<file path="src/rtl/uart_arb_pkg.sv">
// Shared types and helpers for the UART transmit arbiter.
// Holds the FSM encoding, the default byte width and the index-width helper.
package uart_arb_pkg;

  typedef enum logic {
    IDLE    = 1'b0,
    GRANTED = 1'b1
  } arb_state_t;

  localparam int DEFAULT_DATA_W = 8;

  // A single requester still needs a one-bit index.
  function automatic int idx_width(input int n);
    return (n > 1) ? $clog2(n) : 1;
  endfunction

endpackage

</file>
<file path="src/rtl/uart_tx_arbiter_rr_pick.sv">
// Round-robin picker: first set request scanning cyclically from the pointer.
// Returns the winner as a one-hot vector and as a binary index.
module rr_pick
  import uart_arb_pkg::*;
#(
  parameter int NUM_REQ = 2,
  parameter int IDX_W   = idx_width(NUM_REQ)
) (
  input  logic [NUM_REQ-1:0] i_req,
  input  logic [IDX_W-1:0]   i_ptr,
  output logic [NUM_REQ-1:0] o_pick,
  output logic [IDX_W-1:0]   o_idx
);

  logic             w_found;
  logic [IDX_W-1:0] w_idx;

  always_comb begin
    o_pick  = '0;
    o_idx   = '0;
    w_found = 1'b0;
    w_idx   = '0;
    for (int k = 0; k < NUM_REQ; k++) begin
      w_idx = IDX_W'((int'(i_ptr) + k) % NUM_REQ);
      if (!w_found && i_req[w_idx]) begin
        o_pick[w_idx] = 1'b1;
        o_idx         = w_idx;
        w_found       = 1'b1;
      end
    end
  end

endmodule

</file>
<file path="src/rtl/uart_tx_arbiter.sv">
// Shares one UART transmitter between NUM_REQ byte sources, one whole message
// per grant, round-robin between messages, with an idle timeout on the owner.
module uart_tx_arbiter
  import uart_arb_pkg::*;
#(
  parameter int NUM_REQ      = 2,
  parameter int DATA_W       = DEFAULT_DATA_W,
  parameter int IDLE_TIMEOUT = 255
) (
  input  logic                      clk,
  input  logic                      rst,
  input  logic [NUM_REQ-1:0]        req,
  input  logic [NUM_REQ-1:0]        req_valid,
  input  logic [NUM_REQ*DATA_W-1:0] req_data,
  input  logic [NUM_REQ-1:0]        req_last,
  output logic [NUM_REQ-1:0]        req_busy,
  output logic [NUM_REQ-1:0]        grant,
  output logic                      new_tx,
  output logic [DATA_W-1:0]         tx_data,
  input  logic                      tx_busy
);

  localparam int IW = idx_width(NUM_REQ);
  localparam int TW = $clog2(IDLE_TIMEOUT + 1);
  localparam logic [TW-1:0] TIMER_LAST = TW'(IDLE_TIMEOUT - 1);
  localparam logic [TW-1:0] TIMER_MAX  = TW'(IDLE_TIMEOUT);

  arb_state_t         r_state, w_state_nxt;
  logic [NUM_REQ-1:0] r_grant, w_grant_nxt;
  logic [IW-1:0]      r_owner, w_owner_nxt;
  logic [IW-1:0]      r_rr_ptr, w_rr_ptr_nxt;
  logic [TW-1:0]      r_timer, w_timer_nxt;
  logic               r_new_tx, w_new_tx_nxt;
  logic [DATA_W-1:0]  r_tx_data, w_tx_data_nxt;

  logic [NUM_REQ-1:0] w_pick;
  logic [IW-1:0]      w_pick_idx;
  logic [DATA_W-1:0]  w_owner_data;
  logic               w_accept;
  logic               w_release;

  rr_pick #(
    .NUM_REQ(NUM_REQ),
    .IDX_W  (IW)
  ) u_rr_pick (
    .i_req (req),
    .i_ptr (r_rr_ptr),
    .o_pick(w_pick),
    .o_idx (w_pick_idx)
  );

  // The new_tx term covers the UART's one-cycle lag before it raises tx_busy.
  assign req_busy     = ~(r_grant & {NUM_REQ{~tx_busy & ~r_new_tx}});
  assign w_owner_data = req_data[int'(r_owner)*DATA_W +: DATA_W];
  assign w_accept     = (r_state == GRANTED) && req_valid[r_owner] && !req_busy[r_owner];

  assign grant   = r_grant;
  assign new_tx  = r_new_tx;
  assign tx_data = r_tx_data;

  always_comb begin
    w_state_nxt   = r_state;
    w_grant_nxt   = r_grant;
    w_owner_nxt   = r_owner;
    w_rr_ptr_nxt  = r_rr_ptr;
    w_timer_nxt   = r_timer;
    w_new_tx_nxt  = 1'b0;
    w_tx_data_nxt = r_tx_data;
    w_release     = 1'b0;
    case (r_state)
      IDLE: begin
        if (|req) begin
          w_state_nxt = GRANTED;
          w_grant_nxt = w_pick;
          w_owner_nxt = w_pick_idx;
          w_timer_nxt = '0;
        end
      end
      GRANTED: begin
        // An accept always wins over a stall timeout or a dropped request.
        if (w_accept) begin
          w_new_tx_nxt  = 1'b1;
          w_tx_data_nxt = w_owner_data;
          w_timer_nxt   = '0;
          w_release     = req_last[r_owner];
        end else begin
          w_release = !req[r_owner] || (r_timer == TIMER_LAST);
          if (r_timer != TIMER_MAX) w_timer_nxt = r_timer + 1'b1;
        end
        if (w_release) begin
          w_state_nxt  = IDLE;
          w_grant_nxt  = '0;
          w_timer_nxt  = '0;
          w_rr_ptr_nxt = (int'(r_owner) == NUM_REQ - 1) ? '0 : r_owner + 1'b1;
        end
      end
      default: w_state_nxt = IDLE;
    endcase
  end

  always_ff @(posedge clk or posedge rst) begin
    if (rst) begin
      r_state   <= IDLE;
      r_grant   <= '0;
      r_owner   <= '0;
      r_rr_ptr  <= '0;
      r_timer   <= '0;
      r_new_tx  <= 1'b0;
      r_tx_data <= '0;
    end else begin
      r_state   <= w_state_nxt;
      r_grant   <= w_grant_nxt;
      r_owner   <= w_owner_nxt;
      r_rr_ptr  <= w_rr_ptr_nxt;
      r_timer   <= w_timer_nxt;
      r_new_tx  <= w_new_tx_nxt;
      r_tx_data <= w_tx_data_nxt;
    end
  end

endmodule

</file>
<file path="config.mk">
export PLATFORM = sky130hd
export DESIGN_NAME = uart_tx_arbiter
export DESIGN_NICKNAME = d
export VERILOG_FILES = /design/src/rtl/uart_arb_pkg.sv /design/src/rtl/uart_tx_arbiter_rr_pick.sv /design/src/rtl/uart_tx_arbiter.sv
export SDC_FILE = /design/constraint.sdc
export NUM_CORES = 1
export LEC_CHECK = 0
export CORE_AREA = 2 2 58 60
export CTS_BUF_LIST = sky130_fd_sc_hd__clkbuf_8
export DETAILED_ROUTE_END_ITERATION = 10
export DIE_AREA = 0 0 60 62
export DONT_BUFFER_PORTS = 1
export PLACE_DENSITY_LB_ADDON = 0.15
export SLEW_MARGIN = 10
export SYNTH_ARGS = -nofsm -noshare
export SYNTH_HDL_FRONTEND = slang
export SYNTH_HIERARCHICAL = 1
export SYNTH_SLANG_ARGS = --single-unit
</file>
<file path="constraint.sdc">
create_clock -name clk -period 2.5 [get_ports clk]
set_input_delay 0.75 -clock clk [delete_from_list [all_inputs] [get_ports clk]]
set_output_delay 0.75 -clock clk [all_outputs]
set_load 0.005 [all_outputs]
</file>
== After elaboration in Yosys (flattened, before gate mapping) ==
Index checks and enable logic that the tools add are counted.
Word-level totals
  bits in registers: 22
  input bits: 25
  output and inout bits: 13
  word-level logic and storage cells: 80
Operators by class
  add/sub/neg operators: 3
  $lt $le $gt $ge: 5
  equality and inequality tests: 5
  shifts and indexed selects: 1
  mux-type cells: 37
  bitwise operators: 7
  reductions and logical operators: 15
Operator list (count)
  $mux W8: 4
  $mux W1: 24
  $pmux W8 S2: 1
  $shiftx A16 B5 Y8: 1
  $reduce_and A2 Y1: 5
  $add A8 B1 Y8 const B: 1
  $eq A8 B8 Y1 const B: 1
  $mux W2: 4
  $ne A8 B8 Y1 const B: 1
  $lt A1 B2 Y1 const B: 3
  $logic_and A1 B1 Y1: 5
  $ne A4 B1 Y1 const B: 1
  $pmux W2 S2: 1
  $logic_not A1 Y1: 3
  $not A1 Y1: 3
  $add A1 B1 Y1 const B: 2
  $and A2 B2 Y2: 1
  $demux W1 S1: 2
  $ge A1 B1 Y1 const B: 2
  $ne A2 B1 Y1 const B: 1
  $ne A2 B2 Y1 const B: 1
  $not A2 Y2: 1
  $or A2 B2 Y2: 1
  $pmux W1 S2: 1
  other kinds (3): 3

== Logic depth before layout (Yosys ltp) ==
Gate-level depths: netlist of run 1.
  word-level depth: 12
  depth in mapped cells: 7
  mapped depth without buffers: 7

== Modules after synthesis ==
The synthesis of run 1 kept the hierarchy.
Modules (own cells, without submodules)
  uart_tx_arbiter: instances 1, cells an instance 118, area an instance 1172.4 sq um, sequential area each 550.5 sq um
  rr_pick: instances 1, cells an instance 4, area an instance 30.0 sq um, sequential area each 0.0 sq um

== Least setup slack after synthesis of run 1 ==
OpenSTA, ideal clock, no wires.
  path type: input -> register
  start point: input tx_busy
  end point: register r_timer[7]
  setup time: 0.124 ns
  arrival: 2.176 ns
  data required time: 2.376 ns
  setup slack: 0.200 ns
  cell stages on the path: 5
  path buffers: 0
  cell sequence: or3b_4 -> or3_4 -> and2_4 -> a21o_1 -> a211o_1
On the way
  cells in the longest elaborated chain, start to end: 12
  elaborated cells on any way between the ends: 15
  classes of those cells: eq/ne (1); mux (7); bitwise (4); reduce/logical (3)
Ends and longest elaborated chain
  start, declared: RTL line uart_tx_arbiter.sv:20  | input logic tx_busy
  $not A1 Y1 *: RTL line uart_tx_arbiter.sv:53  | assign req_busy = ~(r_grant & {NUM_REQ{~tx_busy & ~r_new_tx}});
  $and A1 B1 Y1 *: RTL line uart_tx_arbiter.sv:53
  $and A2 B2 Y2 *: RTL line uart_tx_arbiter.sv:53
  $not A2 Y2 *: RTL line uart_tx_arbiter.sv:53
  $mux W1 (not written as such) * (2 in a row): RTL line uart_tx_arbiter.sv:55  | assign w_accept = (r_state == GRANTED) && req_valid[r_owner] && !req_busy[r_owner];
  $logic_not A1 Y1 *: RTL line uart_tx_arbiter.sv:55
  $logic_and A1 B1 Y1 *: RTL line uart_tx_arbiter.sv:55
  $mux W1: RTL line uart_tx_arbiter.sv:81  | if (w_accept) begin
  $mux W1: RTL line uart_tx_arbiter.sv:70  | case (r_state)
  $ne A4 B1 Y1 (no line) or $mux W8 (tied branches)
  $reduce_and A2 Y1 (no line) or $pmux W8 S2 (tied branches)
  end signal, assigned: RTL line uart_tx_arbiter.sv:115  | r_timer <= w_timer_nxt;
  end, declared: RTL line uart_tx_arbiter.sv:32  | logic [TW-1:0] r_timer, w_timer_nxt;
Every way passes the cells marked *; elsewhere a longest branch is shown, timed or not. The select of a mux whose other input is x is not followed.
A chain may end at the register's enable or synchronous reset.

== Worst setup path in the final report of run 1 ==
  start point: input tx_busy
  end point: register r_timer[2]
Same word-level chain as after synthesis.

==> metrics.md, run 1 <==
| Metric | Value |
|---|---|
| DR vias/cell | 5.27 |
| Hold WC Path Type | input pin to asynchronous set/reset pin |
| Final Hold Viols | 0 |
| Row count | 21 |
| Mapped Cells | 122 |
| Vias | approximately 910 |
| R2R Setup Slk | 0.41 ns |
| Post-DRT Antenna Nets | 0 |
| Synth area leaders | dfrtp_1, mux2i_1, nand2_1 |
| Family with the most delay on the worst path | simple AND/OR/NAND/NOR gates |
| Worst-Margin Slew | ~0.39 ns |
| # DRC | 0 |
| Power per standard cell area | 976 nW/um^2 |
| Max clock buf depth | 2 |
| Clk slew on worst S/H paths | roughly 0.090 ns |
| Final Power | 1.30 mW |
| Final setup fails | 0 |
| CP max stage delay | approximately 0.39 ns |
| Die Y | 62 um |
| Slew margin rel. | 74.1% |
| Synthesized area | 1200 sq um |
| Minimum clock period | 2.14 ns |
| Register area share after synthesis | roughly 46% |
| TritonCTS buffer count | 3 |
| CP max-delay cell | or3b_4 |
| # IOs | 38 |
| Nets | 154 |
| Worst vdd ir | 0.000492 V |
| Critical path type | input pin to flip-flop |
| Crit. End Element | flip-flop |
| Leading area contributor after synthesis | dfrtp_1 |
| Routed Wire Length | around 2400 um |
| Max Clock Skew | 0.0103 ns |
| Global-route wire length before repair | 4110 um |
| Buffers on Ports | 0 |
| Worst r2r path cells | 5 |
| YS warnings | 6 |
| CP Cell Sequence | or3b_4 -> or3_4 -> and2_4 -> a21o_1 -> a211o_1 |
| Worst Path Required | 2.65 ns |
| Initial core utilization | roughly 38% |
| Die ar. | 3720 sq um |
| Area grow syn2layout | 10.9% |
| Area fraction of the dominant cell type after synthesis | 45.8% |
| DIE WIDTH | 60 um |
| Vias in the first global route | 901 |
| Yosys reg bits | 22 |
| Worst r2r dst | r_timer[2]$_DFFE_PP0P_ |
| CP Launch Type | input pin |
| Yosys cell types | 36 |
| Lkg Pwr | 0.661 nW |
| Syn Nets | 149 |
| Grt ovf | 0 |
| CORE AREA | between 3000 and 4000 sq um |
| Post-CTS Setup Repair Bufs | 0 |
| TritonCTS clock tree | yes |
| Latest clock arrival within the worst-skew pair | between 0.2 and 0.3 ns |
| Critical path origin | tx_busy |
| WP buf/inv | 0 |
| Largest net degree at the start of global routing | 23 |
| Diode count | 0 |
| Max Transition Viols Final | 0 |
| Initial antenna violation count | 0 |
| CTS resizes | 0 |
| R2r startpoint | new_tx$_DFF_PP0_ |
| Area taken by multi-input logic gates | 602 sq um |
| Fillers | 319 |
| Gpl congestion | about 0.68 |
| FF/Latch Area | 551 sq um |
| Async set-reset flop share out of synthesis | 100% |
| Clock Sink Count | 22 |
| RSZ-0062 raised after global routing | false |
| Number of synthesized flops with an enable pin | 0 |
| Drt wl/cell | about 14 um |
| Share of post-route cells with drive strength above 1 | 12.7% |
| F_max | 467 MHz |
| Setup TNS | 0 ns |
| Max_cap viols | 0 |
| 1st-iter DRT viols | 46 |
| CP Max Fanout | 7 |
| Clock root buffer | clkbuf_8 |
| Crit share post-route | between 80% and 90% |
| Post-Syn Area per Cell | 9.86 sq um |
| Outcome | finished clean |
| Hold Buf Count CTS | 0 |
| Hpwl dp | 1850 um |
| Total track usage | between 10% and 20% |
| Critical path data arrival time | between 2 and 2.5 ns |
| Leading register cell type out of synthesis | dfrtp_1 |
| CTS H-tree depth | 1 |
| First-pass DRT Iterations | 4 |
[cells in the final DEF, fill, tap and decap left out, drive strengths merged, types with 2 or more instances in the layout]
cell type	netlist	final
o21ai	12	12
nand3	5	5
or3	2	2
a21boi	3	3
nand2	15	15
nor3	5	5
inv	8	8
a21o	2	2
or2	2	2
a21oi	2	2
clkbuf	0	3
o22ai	3	3
dfrtp	22	22
ha	2	2
nor3b	2	2
mux2	2	2
nand4	2	2
buf	3	3
and3	5	5
a211o	5	5
mux2i	9	9
[per-layer routing]
layer	share of wire, %	wire length [um]	vias up	global-route usage, %
met1	48	1170	422	20.0
met2	45	1100	27	23.3
li1	-	-	453	-
met5	0	0	-	0
met3	4.3	105	5	3.31
met4	2.1	50	0	6.67
[final cells by class]
class / instances / share of cell area [%]
multi-input combinational: 89 / 45.1
sequential: 22 / 41.3
tap: 46 / 4.32
clock buffer: 3 / 3.10
clock inverter: 1 / 2.25
inverter: 8 / 2.25
timing repair buffer: 3 / 1.69
[how the worst max path moves through the flow]
stage / end / slack [ns] / depth (start not counted)
global route: r_timer[2]$_DFFE_PP0P_ / 0.21 / 6
finish: r_timer[2]$_DFFE_PP0P_ / 0.36 / 5
floorplan: r_timer[7]$_DFFE_PP0P_ / 0.20 / 5
detailed placement: r_timer[2]$_DFFE_PP0P_ / 0.08 / 5
global placement: r_timer[7]$_DFFE_PP0P_ / 0.12 / 5
CTS: r_timer[2]$_DFFE_PP0P_ / 0.37 / 5
[cells by family (layout without fill, tap and decap cells)]
logic type	count (synthesis)	after routing	share of synthesized area, %
multiplexers	11	11	9.37
flip-flops	22	22	45.8
adder cells (fa/ha/maj)	2	2	2.08
AO/OA/AOI/OAI	31	31	17.6
buffers and inverters	11	15	4.16
AND/OR/NAND/NOR	45	45	21.0
[power by group]
group / internal (mW) / switching (mW) / total [mW] / leakage, nW
Sequential: 0.475 / 0.113 / 0.588 / 0.287
Clock: 0.214 / 0.119 / 0.333 / 0.0357
Combinational: 0.173 / 0.208 / 0.381 / 0.338
Total: 0.861 / 0.440 / 1.30 / 0.661
[per-stage QoR]
step	hold slack (ns)	std cells	utilization, %	cell area, sq um	setup WS [ns]
detailed placement	0.510	168	39.7	1260	0.0845
floorplan	0.470	122	-	1200	0.200
CTS	0.401	172	42.0	1330	0.371
global route	0.416	172	42.0	1330	0.208
finish	0.397	172	42.0	1330	0.358
global placement	0.498	168	39.7	1260	0.116
[cell usage after synthesis (2+ instances only)]
cell type,instances
dfrtp_1,22
nand2_1,15
o21ai_0,11
mux2i_1,9
inv_1,8
a211o_1,5
and3_1,5
nand3_1,5
nor3_1,5
o22ai_1,3
a21boi_1,2
a21o_1,2
a21oi_1,2
ha_1,2
mux2_2,2
nand4_1,2
nor3b_1,2
or2_2,2
[registers in the layout, indices dropped and copies added, names as in the netlist]
register,cells
r_timer,8
tx_data,8
grant,2
new_tx,1
r_owner,1
r_rr_ptr,1
r_state,1
(Power assumes the default switching activity.)
==> run 2, diff against run 1 <==
- ABC_CLOCK_PERIOD_IN_PS: default -> 2500
==> results of run 2 <==
Same layout as run 1: the final DEF is identical, and so are final timing and power.
